## src/rtl/axi_burst_read_master.sv

```systemverilog
// AXI4 INCR read master: splits a request into <=MAX_BURST, 4 KB-safe bursts, one outstanding; R data passes to out_* with zero latency.
// Backpressure: RREADY follows out_ready in DATA. Optional watchdog under AXI_RD_TIMEOUT_EN.
module axi_burst_read_master #(
  parameter int ADDR_WIDTH     = 32,
  parameter int DATA_WIDTH     = 32,
  parameter int LEN_WIDTH      = 8,
  parameter int MAX_BURST      = 16,
  parameter int REQ_LEN_WIDTH  = 16,
  parameter int TIMEOUT_CYCLES = 1024
) (
  input  logic                     clk,
  input  logic                     rst,
  input  logic                     start_read,
  input  logic [ADDR_WIDTH-1:0]    target_read_addr,
  input  logic [REQ_LEN_WIDTH-1:0] target_read_beats,
  output logic                     busy,
  output logic                     done_read,
  output logic                     read_err,
  output logic                     read_timeout,
  output logic                     out_valid,
  input  logic                     out_ready,
  output logic [DATA_WIDTH-1:0]    out_data,
  output logic                     out_last,
  output logic [ADDR_WIDTH-1:0]    ARADDR,
  output logic                     ARVALID,
  input  logic                     ARREADY,
  output logic [LEN_WIDTH-1:0]     ARLEN,
  output logic [2:0]               ARSIZE,
  output logic [1:0]               ARBURST,
  input  logic [DATA_WIDTH-1:0]    RDATA,
  input  logic                     RVALID,
  output logic                     RREADY,
  input  logic                     RLAST,
  input  logic [1:0]               RRESP
);

  localparam int LG = $clog2(DATA_WIDTH / 8);
  localparam int CW0 = (REQ_LEN_WIDTH > 13) ? REQ_LEN_WIDTH : 13;
  localparam int CW = (CW0 > LEN_WIDTH + 1) ? CW0 : LEN_WIDTH + 1;
  localparam logic [ADDR_WIDTH-1:0] ALIGN_MASK = ~ADDR_WIDTH'((1 << LG) - 1);

  localparam logic [1:0] S_IDLE = 2'd0;
  localparam logic [1:0] S_ADDR = 2'd1;
  localparam logic [1:0] S_DATA = 2'd2;
  localparam logic [1:0] S_DONE = 2'd3;

  logic [1:0]               state;
  logic [ADDR_WIDTH-1:0]    cur_addr;
  logic [REQ_LEN_WIDTH-1:0] remaining;
  logic [CW-1:0]            burst_size;
  logic [CW-1:0]            burst_cnt;
  logic [CW-1:0]            size_c;
  logic [CW-1:0]            bnd_c;
  logic [CW-1:0]            rem_c;
  logic                     in_data;
  logic                     accept;
  logic                     ar_hs;
  logic                     r_hs;
  logic                     burst_end;
  logic                     last_beat;
  logic                     to_hit;
  logic                     unused_ok;

  assign ARSIZE  = 3'(LG);
  assign ARBURST = 2'b01;

  assign in_data   = (state == S_DATA);
  assign out_valid = in_data && RVALID;
  assign RREADY    = in_data && out_ready;
  assign out_data  = in_data ? RDATA : '0;
  assign last_beat = (remaining == REQ_LEN_WIDTH'(1));
  assign out_last  = out_valid && last_beat;

  assign accept    = (state == S_IDLE) && start_read;
  assign ar_hs     = ARVALID && ARREADY;
  assign r_hs      = RVALID && RREADY;
  assign burst_end = r_hs && (burst_cnt == burst_size - CW'(1));

  assign unused_ok = ^{RRESP[0], TIMEOUT_CYCLES[0]};

  // Beats left before the next 4 KB page, limited by request and MAX_BURST.
  always_comb begin
    rem_c  = CW'(remaining);
    bnd_c  = CW'((13'd4096 - {1'b0, cur_addr[11:0]}) >> LG);
    size_c = rem_c;
    if (CW'(MAX_BURST) < size_c) size_c = CW'(MAX_BURST);
    if (bnd_c < size_c) size_c = bnd_c;
  end

`ifdef AXI_RD_TIMEOUT_EN
  localparam int TW = $clog2(TIMEOUT_CYCLES + 1);
  logic [TW-1:0] to_cnt;
  logic          to_run;

  assign to_run = ((state == S_ADDR) || (state == S_DATA)) && !(ar_hs || r_hs);
  assign to_hit = to_run && (to_cnt == TW'(TIMEOUT_CYCLES - 1));

  always_ff @(posedge clk or posedge rst) begin
    if (rst) begin
      to_cnt       <= '0;
      read_timeout <= 1'b0;
    end else begin
      to_cnt <= to_run ? to_cnt + TW'(1) : '0;
      if (accept) read_timeout <= 1'b0;
      else if (to_hit) read_timeout <= 1'b1;
    end
  end
`else
  assign to_hit       = 1'b0;
  assign read_timeout = 1'b0;
`endif

  always_ff @(posedge clk or posedge rst) begin
    if (rst) begin
      state      <= S_IDLE;
      busy       <= 1'b0;
      done_read  <= 1'b0;
      read_err   <= 1'b0;
      ARVALID    <= 1'b0;
      ARADDR     <= '0;
      ARLEN      <= '0;
      cur_addr   <= '0;
      remaining  <= '0;
      burst_size <= '0;
      burst_cnt  <= '0;
    end else begin
      done_read <= 1'b0;
      case (state)
        S_IDLE: begin
          if (start_read) begin
            cur_addr  <= target_read_addr & ALIGN_MASK;
            remaining <= target_read_beats;
            read_err  <= 1'b0;
            busy      <= 1'b1;
            state     <= (target_read_beats == '0) ? S_DONE : S_ADDR;
          end
        end
        S_ADDR: begin
          if (to_hit) begin
            ARVALID  <= 1'b0;
            read_err <= 1'b1;
            state    <= S_DONE;
          end else if (!ARVALID) begin
            ARADDR     <= cur_addr;
            ARLEN      <= LEN_WIDTH'(size_c - CW'(1));
            burst_size <= size_c;
            burst_cnt  <= '0;
            ARVALID    <= 1'b1;
          end else if (ARREADY) begin
            ARVALID <= 1'b0;
            state   <= S_DATA;
          end
        end
        S_DATA: begin
          if (to_hit) begin
            read_err <= 1'b1;
            state    <= S_DONE;
          end else if (r_hs) begin
            remaining <= remaining - REQ_LEN_WIDTH'(1);
            burst_cnt <= burst_cnt + CW'(1);
            if (RRESP[1]) read_err <= 1'b1;
            // The beat count, not RLAST, ends the burst; RLAST is only cross-checked.
            if (burst_end) begin
              if (!RLAST) read_err <= 1'b1;
              cur_addr <= cur_addr + (ADDR_WIDTH'(burst_size) << LG);
              state    <= last_beat ? S_DONE : S_ADDR;
            end else if (RLAST) begin
              read_err <= 1'b1;
            end
          end
        end
        default: begin
          busy      <= 1'b0;
          done_read <= 1'b1;
          state     <= S_IDLE;
        end
      endcase
    end
  end

endmodule

```

## config.mk

```make
export PLATFORM = sky130hd
export DESIGN_NAME = axi_burst_read_master
export DESIGN_NICKNAME = d
export VERILOG_FILES = /design/src/rtl/axi_burst_read_master.sv
export SDC_FILE = /design/constraint.sdc
export NUM_CORES = 1
export LEC_CHECK = 0
export ABC_CLOCK_PERIOD_IN_PS = 7000
export BUFFER_PORTS_ARGS = -buffer_cell sky130_fd_sc_hd__buf_2
export CAP_MARGIN = 20
export CORE_MARGIN = 4
export CORE_UTILIZATION = 45
export CTS_CLUSTER_DIAMETER = 80
export DETAILED_ROUTE_END_ITERATION = 6
export PLACE_DENSITY = 0.68
export REMOVE_ABC_BUFFERS = 1
export SKIP_LAST_GASP = 1
export SLEW_MARGIN = 25
export SYNTH_ARGS = -nofsm -noshare
export SYNTH_HDL_FRONTEND = slang
export SYNTH_SLANG_ARGS = --single-unit
```

## constraint.sdc

```tcl
create_clock -name clk -period 7 [get_ports clk]
set_clock_uncertainty 0.05 [all_clocks]
set_input_delay 2.1 -clock clk [delete_from_list [all_inputs] [get_ports clk]]
set_output_delay 2.1 -clock clk [all_outputs]
set_load 0.1 [all_outputs]
```

# Word level (Yosys, flattened, before mapping)
# Cells that the tools add are included.
# classes
add_sub_neg	6
order_cmp	2
n_eq_ne	10
n_mux	33
bitwise_logic	2
n_reduce_logical	17
# op_table
op	count
two-way mux 32 bit	4
two-way mux 16 bit	6
case mux 16 bit (2 select lines)	2
case mux 32 bit (2 select lines)	1
adder 32 x 18 -> 32 bit	1
subtractor 16 x 1 -> 16 bit (second input constant)	2
adder 16 x 1 -> 16 bit (second input constant)	1
equality test 16 x 1 -> 1 bit (second input constant)	1
equality test 16 bit	1
zero test 16 bit	1
< comparator 14 x 16 -> 1 bit	1
< comparator 5 x 16 -> 1 bit (first input constant)	1
two-way mux 2 bit	7
subtractor 13 x 12 -> 14 bit (first input constant)	1
two-way mux 1 bit	10
!= test 2 bit (second input constant)	4
subtractor 8 x 1 -> 8 bit (second input constant)	1
case mux 2 bit (3 select lines)	1
AND reduction 3 bit	2
logical AND 1 bit	5
AND reduction 5 bit	1
!= test 2 x 1 -> 1 bit (second input constant)	2
case mux 1 bit (2 select lines)	2
AND reduction 2 bit	2
other kinds (8)	10
# word_totals
reg_bits	126
inputBits	89
output_inout_bits	85
wordCells	81

# Depth between registers and ports, before layout
# Gate-level depths: netlist (run 1).
# logic_depth
ltp_word	7
depth_mapped	18
depth_no_buf	17

# Worst setup path before layout (run 1)
# No wires, ideal clock.
# synth_path
kind	in2out
from	input port RVALID
to	output port out_last
t_arrival_ns	2.867
t_required_ns	4.850
slack_ns	1.983
stages	1
cell_sequence	and3_1
# synth_via
elab_chain_len	2
# synth_lines
element	line	text
start: declaration	31	input logic RVALID,
logical AND 1 bit	68	assign out_valid = in_data && RVALID;
logical AND 1 bit	72	assign out_last = out_valid && last_beat;
end: declaration	23	output logic out_last,
# Every way passes these cells.

# Final worst setup path (run 1)
# layout_path
from	register remaining[6], in the netlist rem_c[6]
to	output port out_last
# layout_via
elab_chain_len	2
# layout_lines
element	line	text
start: declaration	49	logic [REQ_LEN_WIDTH-1:0] remaining;
start signal: assignment	132	remaining <= target_read_beats;
start signal: assignment	159	remaining <= remaining - REQ_LEN_WIDTH'(1);
equality test 16 x 1 -> 1 bit	71	assign last_beat = (remaining == REQ_LEN_WIDTH'(1));
logical AND 1 bit	72	
# Every way passes these cells.

==> results of run 1 <==
==> metrics by stage <==
stage           util  total power (uW)  hold slack [ns]
4_1_cts        0.542              5830            0.423
5_1_grt        0.542              6210            0.447
3_5_place_dp   0.506              4790            0.408
2_1_floorplan      -              4050            0.417
6_report       0.542              5820            0.419
3_3_place_gp   0.506              4740            0.404
==> critical path, cell delays in order (launching register included) <==
cell,delay (ns)
sky130_fd_sc_hd__dfrtp_1,0.45
sky130_fd_sc_hd__nor4_1,0.64
sky130_fd_sc_hd__nand4bb_1,0.26
sky130_fd_sc_hd__or3_1,0.40
sky130_fd_sc_hd__inv_1,0.17
sky130_fd_sc_hd__and3_1,0.21
sky130_fd_sc_hd__buf_2,0.44
==> layout by cell type, fill, tap and decap left out, types with 9 or more instances in the layout <==
master                      instances
sky130_fd_sc_hd__or2_2              9
sky130_fd_sc_hd__inv_1             35
sky130_fd_sc_hd__nand4_1           15
sky130_fd_sc_hd__nor3_1            15
sky130_fd_sc_hd__a211oi_1          11
sky130_fd_sc_hd__xor2_1            25
sky130_fd_sc_hd__nor4_1            14
sky130_fd_sc_hd__and3_1            11
sky130_fd_sc_hd__dfrtp_1          122
sky130_fd_sc_hd__conb_1            14
sky130_fd_sc_hd__o21ai_0           61
sky130_fd_sc_hd__a21oi_1           55
sky130_fd_sc_hd__o2111ai_1         10
sky130_fd_sc_hd__xnor2_1           27
sky130_fd_sc_hd__o22ai_1           13
sky130_fd_sc_hd__nor2_1            69
sky130_fd_sc_hd__mux2_4            10
sky130_fd_sc_hd__buf_2            162
sky130_fd_sc_hd__o211ai_1          11
sky130_fd_sc_hd__and2_1            41
sky130_fd_sc_hd__nand2_1          155
sky130_fd_sc_hd__nor2b_1           10
sky130_fd_sc_hd__clkbuf_16         17
sky130_fd_sc_hd__ha_1              38
sky130_fd_sc_hd__mux2i_1           14
sky130_fd_sc_hd__nand3_1           33
==> path summary, 6_finish.rpt <==
kind / from / end / slack (ns) / depth (start not counted)
worst max-delay path: rem_c[6] / out_last / 1.87 / 6
worst max register to register: rem_c[6] / ARLEN[6] / 2.49 / 17
worst min register to register: ARADDR[4] / ARADDR[4] / 0.42 / 2
max in group asynchronous: rst / burst_size[8] / 4.05 / 3
min in group asynchronous: rst / ARADDR[26] / 1.71 / 2
worst min-delay path: ARADDR[4] / ARADDR[4] / 0.42 / 2
==> flip-flops by register name (all words and copies together), names as in the netlist <==
name,count
cur_addr,30
ARVALID,1
burst_cnt,16
burst_size,16
read_err,1
busy,1
done_read,1
rem_c,16
state,2
ARADDR,30
ARLEN,8
==> where the power goes <==
group / switching (uW) / internal [uW] / total, uW
clock: 348 / 668 / 1020
sequential: 342 / 1000 / 1350
combinational: 2470 / 991 / 3460
total: 3160 / 2660 / 5820
==> final cells by class <==
| type | instances | area [sq um] | share of cell area |
|---|---|---|---|
| multi-input cells | 800 | 5110 | 0.504 |
| clock buffers | 17 | 425 | 0.0419 |
| repair buffers | 170 | 871 | 0.0859 |
| clock inverters | 15 | 248 | 0.0244 |
| inverters | 36 | 140 | 0.0138 |
| well taps | 234 | 293 | 0.0289 |
| flip-flops and latches | 122 | 3050 | 0.301 |
==> routing by layer <==
metal | track usage | part of all wire | up-vias
li1 | - | - | 3881
met1 | 0.303 | 0.46 | 3763
met2 | 0.367 | 0.47 | 270
met3 | 0.0442 | 0.058 | 31
met4 | 0.0560 | 0.015 | 2
met5 | 0 | 0.00055 | -
==> cells by family (layout without fill, tap and decap cells) <==
group                    count (synthesis)  after routing  synth area share
AND/OR/NAND/NOR                        416            416             0.241
other                                    2             14          0.000878
multiplexers                            33             33            0.0458
AO/OA/AOI/OAI                          245            245             0.190
flip-flops                             122            122             0.357
XOR/XNOR                                52             52            0.0533
buffers and inverters                  102            238            0.0528
adder cells (fa/ha/maj)                 40             40            0.0594
==> impl_metrics.tcl, run 1 <==
set metrics [dict create \
    detail_route.iter0.violations 599 \
    core_area_sq_mm 0.0187 \
    clock_sinks 122 \
    synthToLayoutAreaGrowth_pct 18.6 \
    holdBufCountCts 0 \
    clock_insertion_delay_worst_skew_ns 0.43 \
    filler_cell_count 1740 \
    cap_violations 0 \
    post-route-cell-area_sq_mm 0.0101 \
    finish.net_count 1276 \
    routed_wirelength_mm 23.7 \
    grt_pass1_vias 7679 \
    num_antenna_cells 0 \
    slew_viol_final 0 \
    worst_setup_path_end_kind "output port" \
    ratio_of_cells_with_drive_above_1_in_the_final_layout 0.208 \
    grt_max_degree 81 \
    drt_pass1_iterations 5 \
    setup_viol 0 \
    post_placement_cell_area_sq_mm 0.00947 \
    critical_path.startpoint_type "register" \
    synth_enable_flop_cells 0 \
    global_route_wire_length_before_repair_mm 39.4 \
    postCtsSetupRepairBufs 0 \
    die-area_sq_mm 0.0213 \
    critPathArrivalTime_ns 2.98 \
    worst-path-max-fanout 7 \
    route.detailed.vias_per_inst 5.70 \
    avgSynthCellArea_sq_um 8.45 \
    cts_tree "done" \
    placement.io_buffers 162 \
    syn-cell-area_sq_mm 0.00855 \
    synth.top_cells.by_count "sky130_fd_sc_hd__nand2_1 (156), sky130_fd_sc_hd__dfrtp_1 (122), sky130_fd_sc_hd__nor2_1 (70)" \
    cts-htree-levels 4 \
    start_util 0.457 \
    netlist.top_cell.by_area "sky130_fd_sc_hd__dfrtp_1" \
    yosys.cell_count.top_type "sky130_fd_sc_hd__nand2_1" \
    placer_congestion 0.915 \
    p_leak_uw 0.00478 \
    synth-async-reset-ratio 1.00 \
    rsz_0062_raised_after_global_routing "false" \
    synth_cell_types 79 \
    hpwlAfterDp_mm 16.7 \
    groute.usage.overall 0.223 \
    grt_overflow 0 \
    slew-limit-headroom 0.193 \
    clk_root_buf "sky130_fd_sc_hd__clkbuf_16" \
    ys_seq_area_frac 0.357 \
    route.detailed.drc 0 \
    synthDominantCellAreaShare 0.357 \
    layout_setup_ws_ns 1.87 \
    drtAntennaViolNets 0 \
    die_x_um 146 \
    die_height_um 146 \
    maxClockFrequency_ghz 0.195 \
    max_slew.worst_pin.slew_ns 1.20 \
    post-place-cells 1362 \
    total_power_divided_by_cell_area_mw_per_mm2 574 \
    yosys_most_used_dff "sky130_fd_sc_hd__dfrtp_1" \
    minimum_period_implied_by_the_final_worst_setup_slack_ns 5.13 \
    required_ns 4.85 \
    synth.top_cells.by_area "sky130_fd_sc_hd__dfrtp_1 (36%), sky130_fd_sc_hd__nand2_1 (6.8%), sky130_fd_sc_hd__ha_1 (5.7%)" \
    ys_warn_count 0 \
    io_pins 174 \
    fp-row-count 50 \
    setup.worst_path.class "reg2out" \
    detailroute.via_count 7947 \
    final_cells 1394 \
    hold_viol_final 0 \
    hold_path_class "reg2reg" \
    clockBufferDepth 2 \
    clkTransAtPathRegs_ns 0.06 \
    ys_seq_elements 122 \
    syn-instance-count 1012 \
    peakVddDrop_mv 0.342 \
    timing.final.crit_share 0.733 \
    setup_tns_ns 0 \
    postCtsResizedCells 0 \
    number_of_antenna_violations_at_the_first_check_in_global_routing 1 \
    routedWlPerCell_um 17.0 \
    result_of_the_run "completed" \
    pre_cts_slack_ns 1.76 \
    cts_inserted_buffers 17 \
]
No activity file was read; power rests on OpenSTA's default activity.
==> inputs of run 2 (changes only) <==
Settings changed: ABC_CLOCK_PERIOD_IN_PS 7000 to 4970.
Clock period 7 ns to 4.97 ns, I/O delays scaled along.
==> run 2 against run 1 <==
Compared with the run above:
- final area is 0.41% higher
- non-clock buffer count is 8 higher
- worst hold slack worse by 0.00069 ns
- cell count is 0.57% higher
- flip-flop and latch count stayed put
- highest routed layer is now met4
==> impl_metrics.tcl, run 2 (same netlist as run 1, synthesis figures left out) <==
set metrics [dict create \
    cts_tree "done" \
    worst-path-max-fanout 11 \
    p_leak_uw 0.00482 \
    postCtsResizedCells 0 \
    finish.net_count 1284 \
    required_ns 5.19 \
    grt.met1_usage 0.300 \
    drt_pass1_iterations 7 \
    slew-limit-headroom 0.382 \
    placement.io_buffers 162 \
    result_of_the_run "completed" \
    core_area_sq_mm 0.0187 \
    groute.usage.overall 0.225 \
    io_pins 174 \
    peakVddDrop_mv 0.434 \
    route.detailed.drc 0 \
    hold_viol_final 0 \
    grtUsageMet2 0.378 \
    cts-htree-levels 4 \
    minimum_period_implied_by_the_final_worst_setup_slack_ns 4.48 \
    grt-busiest-layer "met2" \
    route.detailed.vias_per_inst 5.68 \
    post-place-cells 1370 \
    timing.final.crit_share 0.901 \
    grt_pass1_vias 7898 \
    number_of_antenna_violations_at_the_first_check_in_global_routing 0 \
    hold_path_class "reg2reg" \
    die_x_um 146 \
    clkTransAtPathRegs_ns 0.06 \
    setup_viol 0 \
    cap_violations 0 \
    clock_insertion_delay_worst_skew_ns 0.42 \
    hpwlAfterDp_mm 17.2 \
    gr-usage-met3 0.0452 \
    worst_setup_path_end_kind "register" \
    clockBufferDepth 2 \
    grt_overflow 0 \
    drtAntennaViolNets 0 \
    clock_sinks 122 \
    layout_commonest_cell "sky130_fd_sc_hd__buf_2" \
    die-area_sq_mm 0.0213 \
    grt_max_degree 68 \
    maxClockFrequency_ghz 0.223 \
    setup.worst_path.class "reg2reg" \
    fp-row-count 50 \
    max_slew.worst_pin.slew_ns 0.925 \
    setup_tns_ns 0 \
    routed_wirelength_mm 23.9 \
    global_route_wire_length_before_repair_mm 39.7 \
    critPathArrivalTime_ns 4.70 \
    placer_congestion 0.894 \
    postCtsSetupRepairBufs 0 \
    start_util 0.457 \
    detailroute.via_count 7962 \
    final_cell_mix "sky130_fd_sc_hd__buf_2 (162), sky130_fd_sc_hd__nand2_1 (155), sky130_fd_sc_hd__dfrtp_1 (122)" \
    top_regs "ARADDR (30), cur_addr (30)" \
    synthToLayoutAreaGrowth_pct 19.1 \
    cts_inserted_buffers 17 \
    num_antenna_cells 0 \
    slew_viol_final 0 \
    ratio_of_cells_with_drive_above_1_in_the_final_layout 0.212 \
    routedWlPerCell_um 17.1 \
    holdBufCountCts 0 \
    detail_route.iter0.violations 675 \
    die_height_um 146 \
    total_power_divided_by_cell_area_mw_per_mm2 802 \
    final_cells 1402 \
    critical_path.startpoint_type "register" \
    clk_root_buf "sky130_fd_sc_hd__clkbuf_16" \
    rsz_0062_raised_after_global_routing "false" \
]
run 2: report_power, final:
part	switching (uW)	internal, uW
logic	3470	1420
clock network	481	891
registers	494	1410
total	4450	3720
run 2: critical path: stages (launching register included):
cell                       delay (ns)
sky130_fd_sc_hd__dfrtp_1         0.46
sky130_fd_sc_hd__nor4_1          0.39
sky130_fd_sc_hd__nand3_1         0.18
sky130_fd_sc_hd__nor2_1          0.16
sky130_fd_sc_hd__xnor2_1         0.26
sky130_fd_sc_hd__ha_1            0.34
sky130_fd_sc_hd__a211o_1         0.30
sky130_fd_sc_hd__a21oi_1         0.18
sky130_fd_sc_hd__nand4_1         0.11
sky130_fd_sc_hd__o21ai_1         0.64
sky130_fd_sc_hd__nor2_1          0.11
sky130_fd_sc_hd__a21oi_1         0.19
sky130_fd_sc_hd__ha_1            0.27
sky130_fd_sc_hd__nand2b_1        0.12
sky130_fd_sc_hd__o311a_1         0.34
sky130_fd_sc_hd__mux2i_1         0.13
sky130_fd_sc_hd__o21ai_0         0.10
run 2: area by class of cell:
type                    count  area, sq um
multi-input cells         800         5110
flip-flops and latches    122         3050
clock inverters            11          166
inverters                  36          138
fillers                  1744         8520
well taps                 234          293
repair buffers            178          943
clock buffers              21          480
run 2: per-layer routing:
metal | vias to the layer above | part of all wire
met5 | - | 0
met4 | 0 | 0.012
met3 | 24 | 0.064
met2 | 289 | 0.48
met1 | 3756 | 0.45
li1 | 3893 | -
run 2: metrics by stage:
step	util	area [sq um]	hold WS [ns]	worst slack, ns	total power [uW]
floorplan	-	8280	0.417	-0.335	5700
global placement	0.510	9540	0.405	0.727	6690
detailed placement	0.510	9540	0.409	0.616	6780
CTS	0.544	10200	0.427	0.547	8180
global route	0.544	10200	0.449	0.261	8710
finish	0.544	10200	0.418	0.492	8170
run 2: final timing paths:
kind	start	endpoint	slack, ns	cells after the start
max reg2reg	cur_addr[4]	ARLEN[6]	0.49	16
max in group asynchronous	rst	cur_addr[10]	2.86	3
min	ARADDR[13]	ARADDR[13]	0.42	2
min reg2reg	ARADDR[13]	ARADDR[13]	0.42	2
min in group asynchronous	rst	cur_addr[23]	1.18	2
max	cur_addr[4]	ARLEN[6]	0.49	16
==> inputs of run 3 (changes only) <==
Settings changed: CELL_PAD_IN_SITES_DETAIL_PLACEMENT set to 1, CELL_PAD_IN_SITES_GLOBAL_PLACEMENT set to 2, CORE_UTILIZATION 45 to 33, PLACE_DENSITY 0.68 to 0.82.
==> run 3 against run 2 <==
Compared with the run above:
- flip-flop and latch count unchanged
- cell count up 6.8%
- total power is 0.88% higher
- setup slack better by 0.060 ns
- worst hold slack hardly changed
- fmax up 1.4%
- clock power about the same
- die area up 34%
- highest routed layer unchanged
==> impl_metrics.tcl, run 3 (same netlist as run 1, synthesis figures left out) <==
set metrics [dict create \
    result_of_the_run "completed" \
    max_slew.worst_pin.slew_ns 0.943 \
    cts-htree-levels 4 \
    finalHoldWorstSlack_ns 0.419 \
    setup.worst_path.class "reg2out" \
    synthToLayoutAreaGrowth_pct 20.5 \
    placer_congestion 0.822 \
    core_area_sq_mm 0.0253 \
    die-area_sq_mm 0.0286 \
    die_height_um 169 \
    critical_path.startpoint_type "register" \
    hold_path_class "reg2reg" \
    start_util 0.338 \
    rsz_0062_raised_after_global_routing "false" \
    io_pins 174 \
    clockBufferDepth 2 \
    setup_tns_ns 0 \
    routedWlPerCell_um 18.2 \
    timing.final.crit_share 0.889 \
    routed_wirelength_mm 27.2 \
    clk_root_buf "sky130_fd_sc_hd__clkbuf_16" \
    cts_inserted_buffers 17 \
    seqCellArea_sq_mm 0.00305 \
    drt_pass1_iterations 4 \
    grt_max_degree 68 \
    num_antenna_cells 0 \
    cts_tree "done" \
    required_ns 3.43 \
    top_regs "ARADDR (30), cur_addr (30)" \
    multi_input_comb_area_sq_mm 0.00512 \
    clkTransAtPathRegs_ns 0.06 \
    peakVddDrop_mv 0.383 \
    p_leak_uw 0.00481 \
    clock_insertion_delay_worst_skew_ns 0.43 \
    placement.io_buffers 162 \
    drtAntennaViolNets 0 \
    cap_violations 0 \
    slew_viol_final 0 \
    maxClockFrequency_ghz 0.226 \
    finish.net_count 1283 \
    grt_pass1_vias 8491 \
    groute.usage.overall 0.194 \
    number_of_antenna_violations_at_the_first_check_in_global_routing 0 \
    final_cell_mix "sky130_fd_sc_hd__buf_2 (162), sky130_fd_sc_hd__nand2_1 (155), sky130_fd_sc_hd__dfrtp_1 (122)" \
    finish.utilization 0.407 \
    worst_setup_path_end_kind "output port" \
    ratio_of_cells_with_drive_above_1_in_the_final_layout 0.213 \
    die_x_um 169 \
    grt_overflow 0 \
    slew-limit-headroom 0.369 \
    worst-path-max-fanout 7 \
    fp-row-count 58 \
    clock_sinks 122 \
    hpwlAfterDp_mm 19.8 \
    layout_commonest_cell "sky130_fd_sc_hd__buf_2" \
    global_route_wire_length_before_repair_mm 45.1 \
    route.detailed.vias_per_inst 5.37 \
    filler_cell_count 3045 \
    detail_route.iter0.violations 352 \
    total_power_divided_by_cell_area_mw_per_mm2 800 \
    postCtsResizedCells 0 \
    hold_viol_final 0 \
    postCtsSetupRepairBufs 0 \
    critPathArrivalTime_ns 2.88 \
    holdBufCountCts 0 \
    setup_viol 0 \
    minimum_period_implied_by_the_final_worst_setup_slack_ns 4.42 \
    detailroute.via_count 8045 \
    route.detailed.drc 0 \
]
## run 3: cell count changes in the layout (fill, tap and decap cells not counted), sizes merged
cell    previous run  this run
buf              178       177
clkbuf            21        18
clkinv             4         6
inv               36        37
## run 3: where the power goes
group,leakage [uW],internal [uW],switching [uW]
Sequential,0.00151,1410,499
Clock,0.000302,855,501
Combinational,0.00301,1430,3540
Total,0.00481,3700,4540
## run 3: worst max-delay path, stage by stage, from the launching register on
cell and delay, ns:
sky130_fd_sc_hd__dfrtp_1 0.43, sky130_fd_sc_hd__nor4_1 0.55, sky130_fd_sc_hd__nand4bb_1 0.23, sky130_fd_sc_hd__or3_1 0.40, sky130_fd_sc_hd__inv_1 0.19, sky130_fd_sc_hd__and3_1 0.21, sky130_fd_sc_hd__buf_2 0.43
## run 3: area by class of cell
cell class | instances | area share
timing repair buffer | 177 | 0.0920
sequential | 122 | 0.296
multi-input combinational | 800 | 0.497
inverter | 36 | 0.0134
clock inverter | 14 | 0.0191
tap | 330 | 0.0401
clock buffer | 18 | 0.0426
## run 3: path summary, 6_finish.rpt
kind | cells past startpoint | start | slack, ns | end
max | 6 | rem_c[6] | 0.55 | out_last
min | 2 | ARADDR[6] | 0.42 | ARADDR[6]
max reg2reg | 16 | cur_addr[4] | 0.78 | ARLEN[4]
min reg2reg | 2 | ARADDR[6] | 0.42 | ARADDR[6]
max in group asynchronous | 3 | rst | 2.87 | ARADDR[12]
min in group asynchronous | 2 | rst | 1.21 | ARADDR[8]
## run 3: metal layers
layer	track usage	part of all wire	vias to the layer above
met4	0.0473	0.014	0
met1	0.260	0.46	3945
met3	0.0367	0.048	22
met5	0	0	-
li1	-	-	3885
met2	0.324	0.47	193
## run 3: stage by stage
step | setup slack [ns] | cells | total power (uW) | area, sq um
floorplan | -0.335 | 958 | 5700 | 8280
global placement | 0.683 | 1465 | 6820 | 9660
detailed placement | 0.559 | 1465 | 6920 | 9660
CTS | 0.509 | 1497 | 8320 | 10300
global route | 0.310 | 1497 | 8860 | 10300
finish | 0.552 | 1497 | 8240 | 10300
